<file path="src/rtl/shift_pkg.sv">
// Shared op-code, state and sizing definitions for the multi-cycle shift engine.
// Holds no logic, so it adds no latency and has no flow control of its own.
package shift_pkg;

    localparam int DEF_WIDTH = 16;
    localparam int DEF_CNT_W = 4;

    localparam logic [1:0] SH_NONE = 2'b00;
    localparam logic [1:0] SH_LSL  = 2'b01;
    localparam logic [1:0] SH_LSR  = 2'b10;
    localparam logic [1:0] SH_ASR  = 2'b11;

    typedef enum logic [1:0] {
        ST_IDLE  = 2'b00,
        ST_SHIFT = 2'b01,
        ST_DONE  = 2'b10
    } state_t;

endpackage

</file>
<file path="src/rtl/shift_sequencer_if.sv">
// Request/result bundle between the operand logic and the shift sequencer.
// There is no backpressure: the requester watches busy/done before it raises start again.
interface shift_sequencer_if
    import shift_pkg::*;
#(
    parameter int WIDTH = DEF_WIDTH,
    parameter int CNT_W = DEF_CNT_W
);
    logic             start;
    logic [1:0]       op;
    logic [CNT_W-1:0] amount;
    logic [WIDTH-1:0] din;
    logic             busy;
    logic             done;
    logic [WIDTH-1:0] dout;

    modport master (
        output start, op, amount, din,
        input  busy, done, dout
    );

    modport slave (
        input  start, op, amount, din,
        output busy, done, dout
    );
endinterface

</file>
<file path="src/rtl/shift_sequencer_shifter.sv">
// Combinational single-step shifter (pass, LSL1, LSR1, ASR1); zero latency.
// Purely combinational, so it has no flow control.
module shifter
    import shift_pkg::*;
#(
    parameter int WIDTH = DEF_WIDTH
) (
    input  logic [1:0]       shift,
    input  logic [WIDTH-1:0] in,
    output logic [WIDTH-1:0] sout
);

    always_comb begin
        sout = in;
        case (shift)
            SH_NONE: sout = in;
            SH_LSL:  sout = {in[WIDTH-2:0], 1'b0};
            SH_LSR:  sout = {1'b0, in[WIDTH-1:1]};
            SH_ASR:  sout = {in[WIDTH-1], in[WIDTH-1:1]};
            default: sout = in;
        endcase
    end

endmodule

</file>
<file path="src/rtl/shift_sequencer.sv">
// Variable shift built from one single-bit step per clock; done pulses amount+1 cycles after accept.
// start is taken only in IDLE or DONE and dropped while busy, with no queueing.
module shift_sequencer
    import shift_pkg::*;
#(
    parameter int WIDTH = DEF_WIDTH,
    parameter int CNT_W = DEF_CNT_W
) (
    input  logic              clk,
    input  logic              rst_n,
    shift_sequencer_if.slave  bus
);

    state_t           state, state_nxt;
    logic [WIDTH-1:0] acc, acc_nxt;
    logic [CNT_W-1:0] cnt, cnt_nxt;
    logic [1:0]       op_r, op_nxt;
    logic [WIDTH-1:0] dout_r, dout_nxt;
    logic [WIDTH-1:0] step;

    shifter #(
        .WIDTH (WIDTH)
    ) u_shifter (
        .shift (op_r),
        .in    (acc),
        .sout  (step)
    );

    always_ff @(posedge clk) begin
        if (!rst_n) begin
            state  <= ST_IDLE;
            acc    <= '0;
            cnt    <= '0;
            op_r   <= SH_NONE;
            dout_r <= '0;
        end else begin
            state  <= state_nxt;
            acc    <= acc_nxt;
            cnt    <= cnt_nxt;
            op_r   <= op_nxt;
            dout_r <= dout_nxt;
        end
    end

    always_comb begin
        state_nxt = state;
        acc_nxt   = acc;
        cnt_nxt   = cnt;
        op_nxt    = op_r;
        dout_nxt  = dout_r;

        case (state)
            ST_SHIFT: begin
                acc_nxt = step;
                cnt_nxt = cnt - CNT_W'(1);
                // Exit on the last step so the counter never wraps, even for the maximum amount.
                if (cnt == CNT_W'(1)) begin
                    state_nxt = ST_DONE;
                    dout_nxt  = step;
                end
            end
            ST_DONE: begin
                state_nxt = ST_IDLE;
            end
            ST_IDLE: begin
                state_nxt = ST_IDLE;
            end
            default: begin
                state_nxt = ST_IDLE;
            end
        endcase

        if (bus.start && (state == ST_IDLE || state == ST_DONE)) begin
            acc_nxt = bus.din;
            op_nxt  = bus.op;
            cnt_nxt = bus.amount;
            if (bus.amount == '0 || bus.op == SH_NONE) begin
                state_nxt = ST_DONE;
                dout_nxt  = bus.din;
            end else begin
                state_nxt = ST_SHIFT;
            end
        end
    end

    assign bus.busy = (state == ST_SHIFT);
    assign bus.done = (state == ST_DONE);
    assign bus.dout = dout_r;

endmodule

</file>
<file path="src/flat_wrapper.sv">
// flat-port wrapper written by rule: the top's interface ports become plain ports
module shift_sequencer_flat import shift_pkg::*;
#(
    parameter int WIDTH = DEF_WIDTH,
    parameter int CNT_W = DEF_CNT_W
)
  (clk, rst_n, bus_start, bus_op, bus_amount, bus_din, bus_busy, bus_done, bus_dout);
  shift_sequencer_if #(.WIDTH(WIDTH), .CNT_W(CNT_W)) bus_i ();
  input  logic clk;
  input  logic rst_n;
  input wire logic [$bits(bus_i.start)-1:0] bus_start;
  input wire logic [$bits(bus_i.op)-1:0] bus_op;
  input wire logic [$bits(bus_i.amount)-1:0] bus_amount;
  input wire logic [$bits(bus_i.din)-1:0] bus_din;
  output wire logic [$bits(bus_i.busy)-1:0] bus_busy;
  output wire logic [$bits(bus_i.done)-1:0] bus_done;
  output wire logic [$bits(bus_i.dout)-1:0] bus_dout;
  assign bus_i.start = bus_start;
  assign bus_i.op = bus_op;
  assign bus_i.amount = bus_amount;
  assign bus_i.din = bus_din;
  assign bus_busy = bus_i.busy;
  assign bus_done = bus_i.done;
  assign bus_dout = bus_i.dout;
  shift_sequencer #(.WIDTH(WIDTH), .CNT_W(CNT_W)) u_core (.clk(clk), .rst_n(rst_n), .bus(bus_i));
endmodule
</file>
<file path="config.mk">
export PLATFORM = sky130hd
export DESIGN_NAME = shift_sequencer_flat
export DESIGN_NICKNAME = d
export VERILOG_FILES = /design/src/rtl/shift_pkg.sv /design/src/rtl/shift_sequencer_if.sv /design/src/rtl/shift_sequencer_shifter.sv /design/src/rtl/shift_sequencer.sv /design/src/flat_wrapper.sv
export SDC_FILE = /design/constraint.sdc
export NUM_CORES = 1
export LEC_CHECK = 0
export BUFFER_PORTS_ARGS = -buffer_cell sky130_fd_sc_hd__buf_2
export CAP_MARGIN = 0
export CELL_PAD_IN_SITES_DETAIL_PLACEMENT = 1
export CELL_PAD_IN_SITES_GLOBAL_PLACEMENT = 1
export CORE_MARGIN = 5
export CORE_UTILIZATION = 25
export CTS_BUF_LIST = sky130_fd_sc_hd__clkbuf_4
export CTS_CLUSTER_DIAMETER = 30
export DETAILED_ROUTE_END_ITERATION = 6
export GPL_ROUTABILITY_DRIVEN = 0
export PLACE_DENSITY = 0.65
export SYNTH_ARGS = -nofsm -noshare
export SYNTH_HDL_FRONTEND = slang
export SYNTH_HIERARCHICAL = 1
export SYNTH_SLANG_ARGS = --single-unit
</file>
<file path="constraint.sdc">
create_clock -name clk -period 1.6 [get_ports clk]
set_clock_uncertainty 0.05 [all_clocks]
set_input_delay 0.08 -clock clk [delete_from_list [all_inputs] [get_ports clk]]
set_output_delay 0.08 -clock clk [all_outputs]
set_load 0.005 [all_outputs]
</file>
* Word-level counts from Yosys, hierarchy flattened
Index checks and enable logic that the tools add are counted.
** Storage, ports and cells
- Register bits after elaboration :: 40
** Operators by class
- Reduce and logical (&&, ||, !) cells :: 8
- Equality and inequality tests :: 7
- $add $sub $neg :: 1
- Multiplexer cells :: 13
** Operators by type and width (number)
- 2-to-1 mux 16 bit :: 6
- case mux 16 bit (4 select lines) :: 1
- 2-to-1 mux 2 bit :: 4
- 2-to-1 mux 4 bit :: 2
- equality test 2 bit, second input constant :: 3
- zero test 2 bit :: 3
- equality test 2 x 1 -> 1 bit, second input constant :: 2
- equality test 4 x 1 -> 1 bit, second input constant :: 1
- zero test 4 bit :: 1
- subtractor 4 x 1 -> 4 bit, second input constant :: 1
- != test 3 x 1 -> 1 bit, second input constant :: 1
- logical OR 1 bit :: 2
- nonzero test 2 bit :: 1
- logical AND 1 bit :: 1

* Logic depth before layout (Yosys ltp)
- Depth in word-level cells :: 6
- Gate-level depth with buffers :: 8

* Cells and area by module
Netlist, hierarchy kept.
** Modules (own cells, without submodules)
- shift_sequencer :: instances 1, area each 1762.9 sq um, cells each 209
- shifter :: instances 1, area each 355.3 sq um, cells each 51

* Worst setup path before layout
Ideal clock, no wire load.
- Path type :: register -> register
- From :: reg u_core.cnt[1]
- To :: reg u_core.dout_r[13] (netlist: u_core/bus.dout[13])
- Path buffers :: 2
- Stages on the path, launching flop included :: 9
- Setup time :: 136 ps
- Data required time :: 1414 ps
- Setup slack :: 184 ps
- Arrival time :: 1230 ps
- Path through :: dfxtp_1 -> inv_1 -> ha_1 -> nor3b_2 -> and2_1 -> buf_4 -> buf_6 -> nand2_1 -> a31oi_1
** On the way
- Word-level cells in the longest chain between the ends :: 5
** RTL lines
- start, declared :: line shift_sequencer.sv:16 : logic [CNT_W-1:0] cnt, cnt_nxt;
- start signal, assigned :: line shift_sequencer.sv:39 : cnt <= cnt_nxt;
- equality test 4 x 1 -> 1 bit (*) :: line shift_sequencer.sv:57 : if (cnt == CNT_W'(1)) begin
- 2-to-1 mux 16 bit (*) :: line shift_sequencer.sv:57
- 2-to-1 mux 16 bit (*) :: line shift_sequencer.sv:52 : case (state)
- 2-to-1 mux 16 bit :: line shift_sequencer.sv:77 : if (bus.amount == '0 || bus.op == SH_NONE) begin
- 2-to-1 mux 16 bit (*) :: line shift_sequencer.sv:73 : if (bus.start && (state == ST_IDLE || state == ST_DONE)) begin
- end signal, assigned :: line shift_sequencer.sv:41 : dout_r <= dout_nxt;
- end, declared :: line shift_sequencer.sv:18 : logic [WIDTH-1:0] dout_r, dout_nxt;
Every way passes the cells marked *; elsewhere a longest branch is shown, timed or not.
A chain may end at the register's enable or synchronous reset.

* Worst setup path in the final report
- From :: reg u_core.state[1]
- To :: out bus_busy
** On the way
- Word-level cells in the longest chain between the ends :: 1
** RTL lines
- start, declared :: line shift_sequencer.sv:14 : state_t state, state_nxt;
- start signal, assigned :: line shift_sequencer.sv:37 : state <= state_nxt;
- equality test 2 x 1 -> 1 bit :: line shift_sequencer.sv:86 : assign bus.busy = (state == ST_SHIFT);
- end, declared :: line flat_wrapper.sv:15 : output wire logic [$bits(bus_i.busy)-1:0] bus_busy;
Every way passes these cells.

==> impl_table.tex <==
\begin{tabular}{lr}
\hline
Metric & Value \\
\hline
\multicolumn{2}{l}{\textbf{STA}} \\
Max-slew headroom at the worst pin & approximately three quarters \\
Setup-violating endpoint count in the final report & 0 \\
Maximum clock frequency & $\sim$650 MHz \\
Total Neg Setup Slack & 0 ps \\
Slack of the critical path & 65.5 ps \\
Count of endpoints failing hold in the final timing report & 0 \\
Worst slack on hold paths & roughly 13 ps \\
Max-slew violation count & 0 \\
Unrepaired setup endpoints after global routing & true \\
Min Clock Period, post-route & roughly 1500 ps \\
Slew at the pin closest to its max-slew limit & approximately 370 ps \\
Post-route fraction of the period consumed by the critical path & a little over nine tenths \\
\multicolumn{2}{l}{\textbf{Power}} \\
Worst IR drop on VDD & 0.000429 V \\
Total power density per cell area & just under 900 nW/um2 \\
Power consumption & between 2 and 2.5 mW \\
P\_leak & between 1 and 1.5 nW \\
\multicolumn{2}{l}{\textbf{Global routing}} \\
Met3 routing resource usage after global routing & approximately 2.4\% \\
GR Util met2 & 20.3\% \\
Congestion Overflow GR & 0 \\
Global-route wire length before repair & 10.3 mm \\
Largest net degree at the start of global routing & 41 \\
GRT Util Overall & approximately an eighth \\
Met1 track demand over resource & between 15 and 20\% \\
Antenna violations before repair & 0 \\
Via count of the first global-routing pass & 2,097 \\
Busiest grt layer & met2 \\
\multicolumn{2}{l}{\textbf{Finish}} \\
Fraction of final layout cells with drive strength greater than 1 & 22.9\% \\
Post-synthesis to final-layout area growth & 26.7\% \\
Final antenna diode count & 0 \\
Nets & 341 \\
Filler cell count in the final layout & approximately 1,000 \\
\multicolumn{2}{l}{\textbf{Critical path}} \\
Maximum fanout encountered on the critical timing path & 12 \\
Class of the most critical setup path & reg2out \\
Category of the worst setup path launch point & flip-flop \\
WP data required & around 1500 ps \\
Launching instance or port of the critical path & u\_core/state[1]\$\_SDFFE\_PN0P\_ \\
Worst Path Arrival & between 1000 and 1500 ps \\
Critical register-to-register path startpoint & u\_core/state[1]\$\_SDFFE\_PN0P\_ \\
Nature of the critical path endpoint & output pin \\
\multicolumn{2}{l}{\textbf{Route}} \\
Number of routed nets with antenna violations & 0 \\
Number of vias in the routed layout & roughly 2,100 \\
Avg Vias per Cell & 4.89 \\
Remaining DRCs & 0 \\
Wirelength, routed & around 6.1 mm \\
DRT iter0 DRCs & slightly above 80 \\
Total iterations of the first detailed-routing run & 4 \\
Post-DR wirelength/cell & around 15 um \\
\multicolumn{2}{l}{\textbf{Synthesis}} \\
Share of synthesized flip-flops with an asynchronous set or reset & 0\% \\
Mapped Avg Cell Area & roughly 8.1 um2 \\
Number of distinct library cell variants in the gate-level netlist after synthesis & 33 \\
Netlist area before placement & $\sim$2100 um2 \\
Number of enable-type register cells in the synthesized netlist & 0 \\
Yosys warning count & 6 \\
Number of cells produced by synthesis & 260 \\
Sequential cell area fraction in the yosys report & 37.8\% \\
Most used flip-flop cell after synthesis & sky130\_fd\_sc\_hd\_\_dfxtp\_1 \\
Number of nets produced by synthesis & around 290 \\
\#FFs+latches synth & 40 \\
\multicolumn{2}{l}{\textbf{Clocking}} \\
Clock sink count & 40 \\
Htree depth & 2 \\
Root Buffer & sky130\_fd\_sc\_hd\_\_clkbuf\_4 \\
CTS tree & yes \\
Maximum buffer depth of the clock tree & 2 \\
Later-pin clock latency in the skew report & 340 ps \\
Number of buffers created by CTS & 5 \\
Clock transition time at the flip-flop clock pins of the worst setup and hold paths & around 120 ps \\
\multicolumn{2}{l}{\textbf{Floorplan}} \\
Total die area & approximately 10,000 um2 \\
Initial core utilization & about 26\% \\
Number of placed I/O pins & 43 \\
Horiz. Die Dim & about 100 um \\
Core footprint & around 8200 um2 \\
Number of cell rows & 33 \\
Die Height & 102 um \\
\multicolumn{2}{l}{\textbf{Placed design}} \\
Count of input and output buffers & 42 \\
Setup WS pre-CTS & approximately 67 ps \\
Detailed Place HPWL & around 4.3 mm \\
\multicolumn{2}{l}{\textbf{Status}} \\
Run status & finished clean \\
\multicolumn{2}{l}{\textbf{Hold path}} \\
Min-Delay Startpoint & bus\_din[13] \\
Path type of the worst min-delay path & in2reg \\
\multicolumn{2}{l}{\textbf{Job}} \\
Number of max-cap violations & 0 \\
\hline
\end{tabular}
-- where the power goes --
| part | total [mW] | internal, mW | switching (mW) | leakage [nW] |
|---|---|---|---|---|
| Combinational | 0.522 | 0.239 | 0.283 | 0.638 |
| Sequential | 1.14 | 1.08 | 0.0654 | 0.329 |
| Clock | 0.681 | 0.345 | 0.336 | 0.0456 |
| Total | 2.35 | 1.66 | 0.684 | 1.01 |
-- path summary, 6_finish.rpt --
check / to / depth (start not counted) / slack (ps)
setup / recovery: bus_busy / 4 / 70
hold / removal: u_core/acc[13]$_SDFFE_PN0P_ / 3 / 10
setup reg to reg: u_core/cnt[0]$_SDFFE_PN0P_ / 6 / 110
hold reg to reg: u_core/bus.dout[8]$_SDFF_PN0_ / 2 / 430
-- through the flow --
step	utilization, %	instances	area [um2]
3_3_place_gp	29.6	398	2430
4_1_cts	32.0	418	2630
2_1_floorplan	-	260	2120
5_1_grt	32.7	420	2680
6_report	32.7	420	2680
3_5_place_dp	29.6	398	2430
-- synthesized netlist by cell type, drive strengths merged, types with 2 or more instances --
cell type / count / area share [%]
nor3b: 2 / 0.95
nor2b: 6 / 1.8
inv: 4 / 0.71
clkbuf: 9 / 2.1
ha: 2 / 1.2
a31oi: 16 / 4.7
a22o: 2 / 0.83
dfxtp: 40 / 38
and2: 2 / 0.59
buf: 13 / 5.1
nor2: 9 / 1.6
a21boi: 18 / 6.4
o21ai: 33 / 8.0
a22oi: 17 / 6.0
a221oi: 2 / 0.83
mux2i: 16 / 7.6
nand2: 63 / 11
-- cell families after synthesis --
family                   Yosys count  synth area share [%]
AND/OR/NAND/NOR                   85                  17.4
buffers and inverters             26                  7.91
multiplexers                      17                  8.09
flip-flops                        40                  37.8
adder cells (fa/ha/maj)            2                  1.18
AO/OA/AOI/OAI                     90                  27.6
-- cells in the final DEF (no fill, tap or decap) --
| cell | count |
|---|---|
| sky130_fd_sc_hd__nand2_1 | 62 |
| sky130_fd_sc_hd__buf_2 | 42 |
| sky130_fd_sc_hd__dfxtp_1 | 39 |
| sky130_fd_sc_hd__o21ai_0 | 20 |
| sky130_fd_sc_hd__a21boi_0 | 18 |
| sky130_fd_sc_hd__a22oi_1 | 17 |
| sky130_fd_sc_hd__a31oi_1 | 16 |
| sky130_fd_sc_hd__mux2i_1 | 16 |
| sky130_fd_sc_hd__dlygate4sd3_1 | 13 |
| sky130_fd_sc_hd__o21ai_1 | 12 |
| sky130_fd_sc_hd__buf_4 | 11 |
| sky130_fd_sc_hd__nor2_1 | 9 |
| sky130_fd_sc_hd__clkbuf_4 | 6 |
| sky130_fd_sc_hd__nor2b_1 | 5 |
| sky130_fd_sc_hd__inv_1 | 3 |
| sky130_fd_sc_hd__and2_1 | 2 |
| sky130_fd_sc_hd__a221oi_1 | 2 |
| sky130_fd_sc_hd__ha_1 | 2 |
| sky130_fd_sc_hd__buf_12 | 2 |
| sky130_fd_sc_hd__a22o_1 | 2 |
| sky130_fd_sc_hd__bufinv_16 | 1 |
| sky130_fd_sc_hd__clkinv_2 | 1 |
| sky130_fd_sc_hd__buf_6 | 1 |
| sky130_fd_sc_hd__nand2b_2 | 1 |
| sky130_fd_sc_hd__inv_2 | 1 |
| sky130_fd_sc_hd__nor4_4 | 1 |
| sky130_fd_sc_hd__nor2b_2 | 1 |
| sky130_fd_sc_hd__o21ai_2 | 1 |
| sky130_fd_sc_hd__nor3b_4 | 1 |
| sky130_fd_sc_hd__nand2_8 | 1 |
| sky130_fd_sc_hd__o2bb2ai_1 | 1 |
| sky130_fd_sc_hd__nor3b_1 | 1 |
| sky130_fd_sc_hd__nor3_1 | 1 |
| sky130_fd_sc_hd__a32oi_1 | 1 |
| sky130_fd_sc_hd__dfxtp_2 | 1 |
| sky130_fd_sc_hd__mux2_1 | 1 |
-- cell type report --
type                    count  area, um2  share of cell area [%]
inverters                   4       15.0                   0.559
clock inverters             2       35.0                    1.31
flip-flops and latches     40        802                    29.9
well taps                 105        131                    4.90
clock buffers               6       45.0                    1.68
multi-input cells         194       1180                    44.0
repair buffers             69        474                    17.7
-- repair_timing --
item                                    4_1_cts  5_1_grt
setup buffers                                 0        1
gates resized for setup                       0        6
endpoints found under the setup margin        0       17
hold buffers                                 12        1
endpoints found under the hold margin        14        1
-- sequential cells by signal, summed over array words and instances, names as in the netlist --
name             flops
u_core/state         2
u_core/acc          16
u_core/op_r          2
u_core/cnt           4
u_core/bus.dout     16
-- critical path, cell delays in order, from the launching register on --
cell                       delay (ps)
sky130_fd_sc_hd__dfxtp_1          320
sky130_fd_sc_hd__nand2b_2         180
sky130_fd_sc_hd__inv_2            220
sky130_fd_sc_hd__buf_6            210
sky130_fd_sc_hd__buf_2            130
-- routing by layer --
layer / part of all wire (%) / vias up / routed length (um)
li1: - / 1020 / -
met1: 47 / 976 / 2880
met2: 47 / 46 / 2850
met3: 4.6 / 11 / 281
met4: 1.7 / 0 / 105
met5: 0 / - / 0
Note: power is estimated with default switching activity, not from simulation.
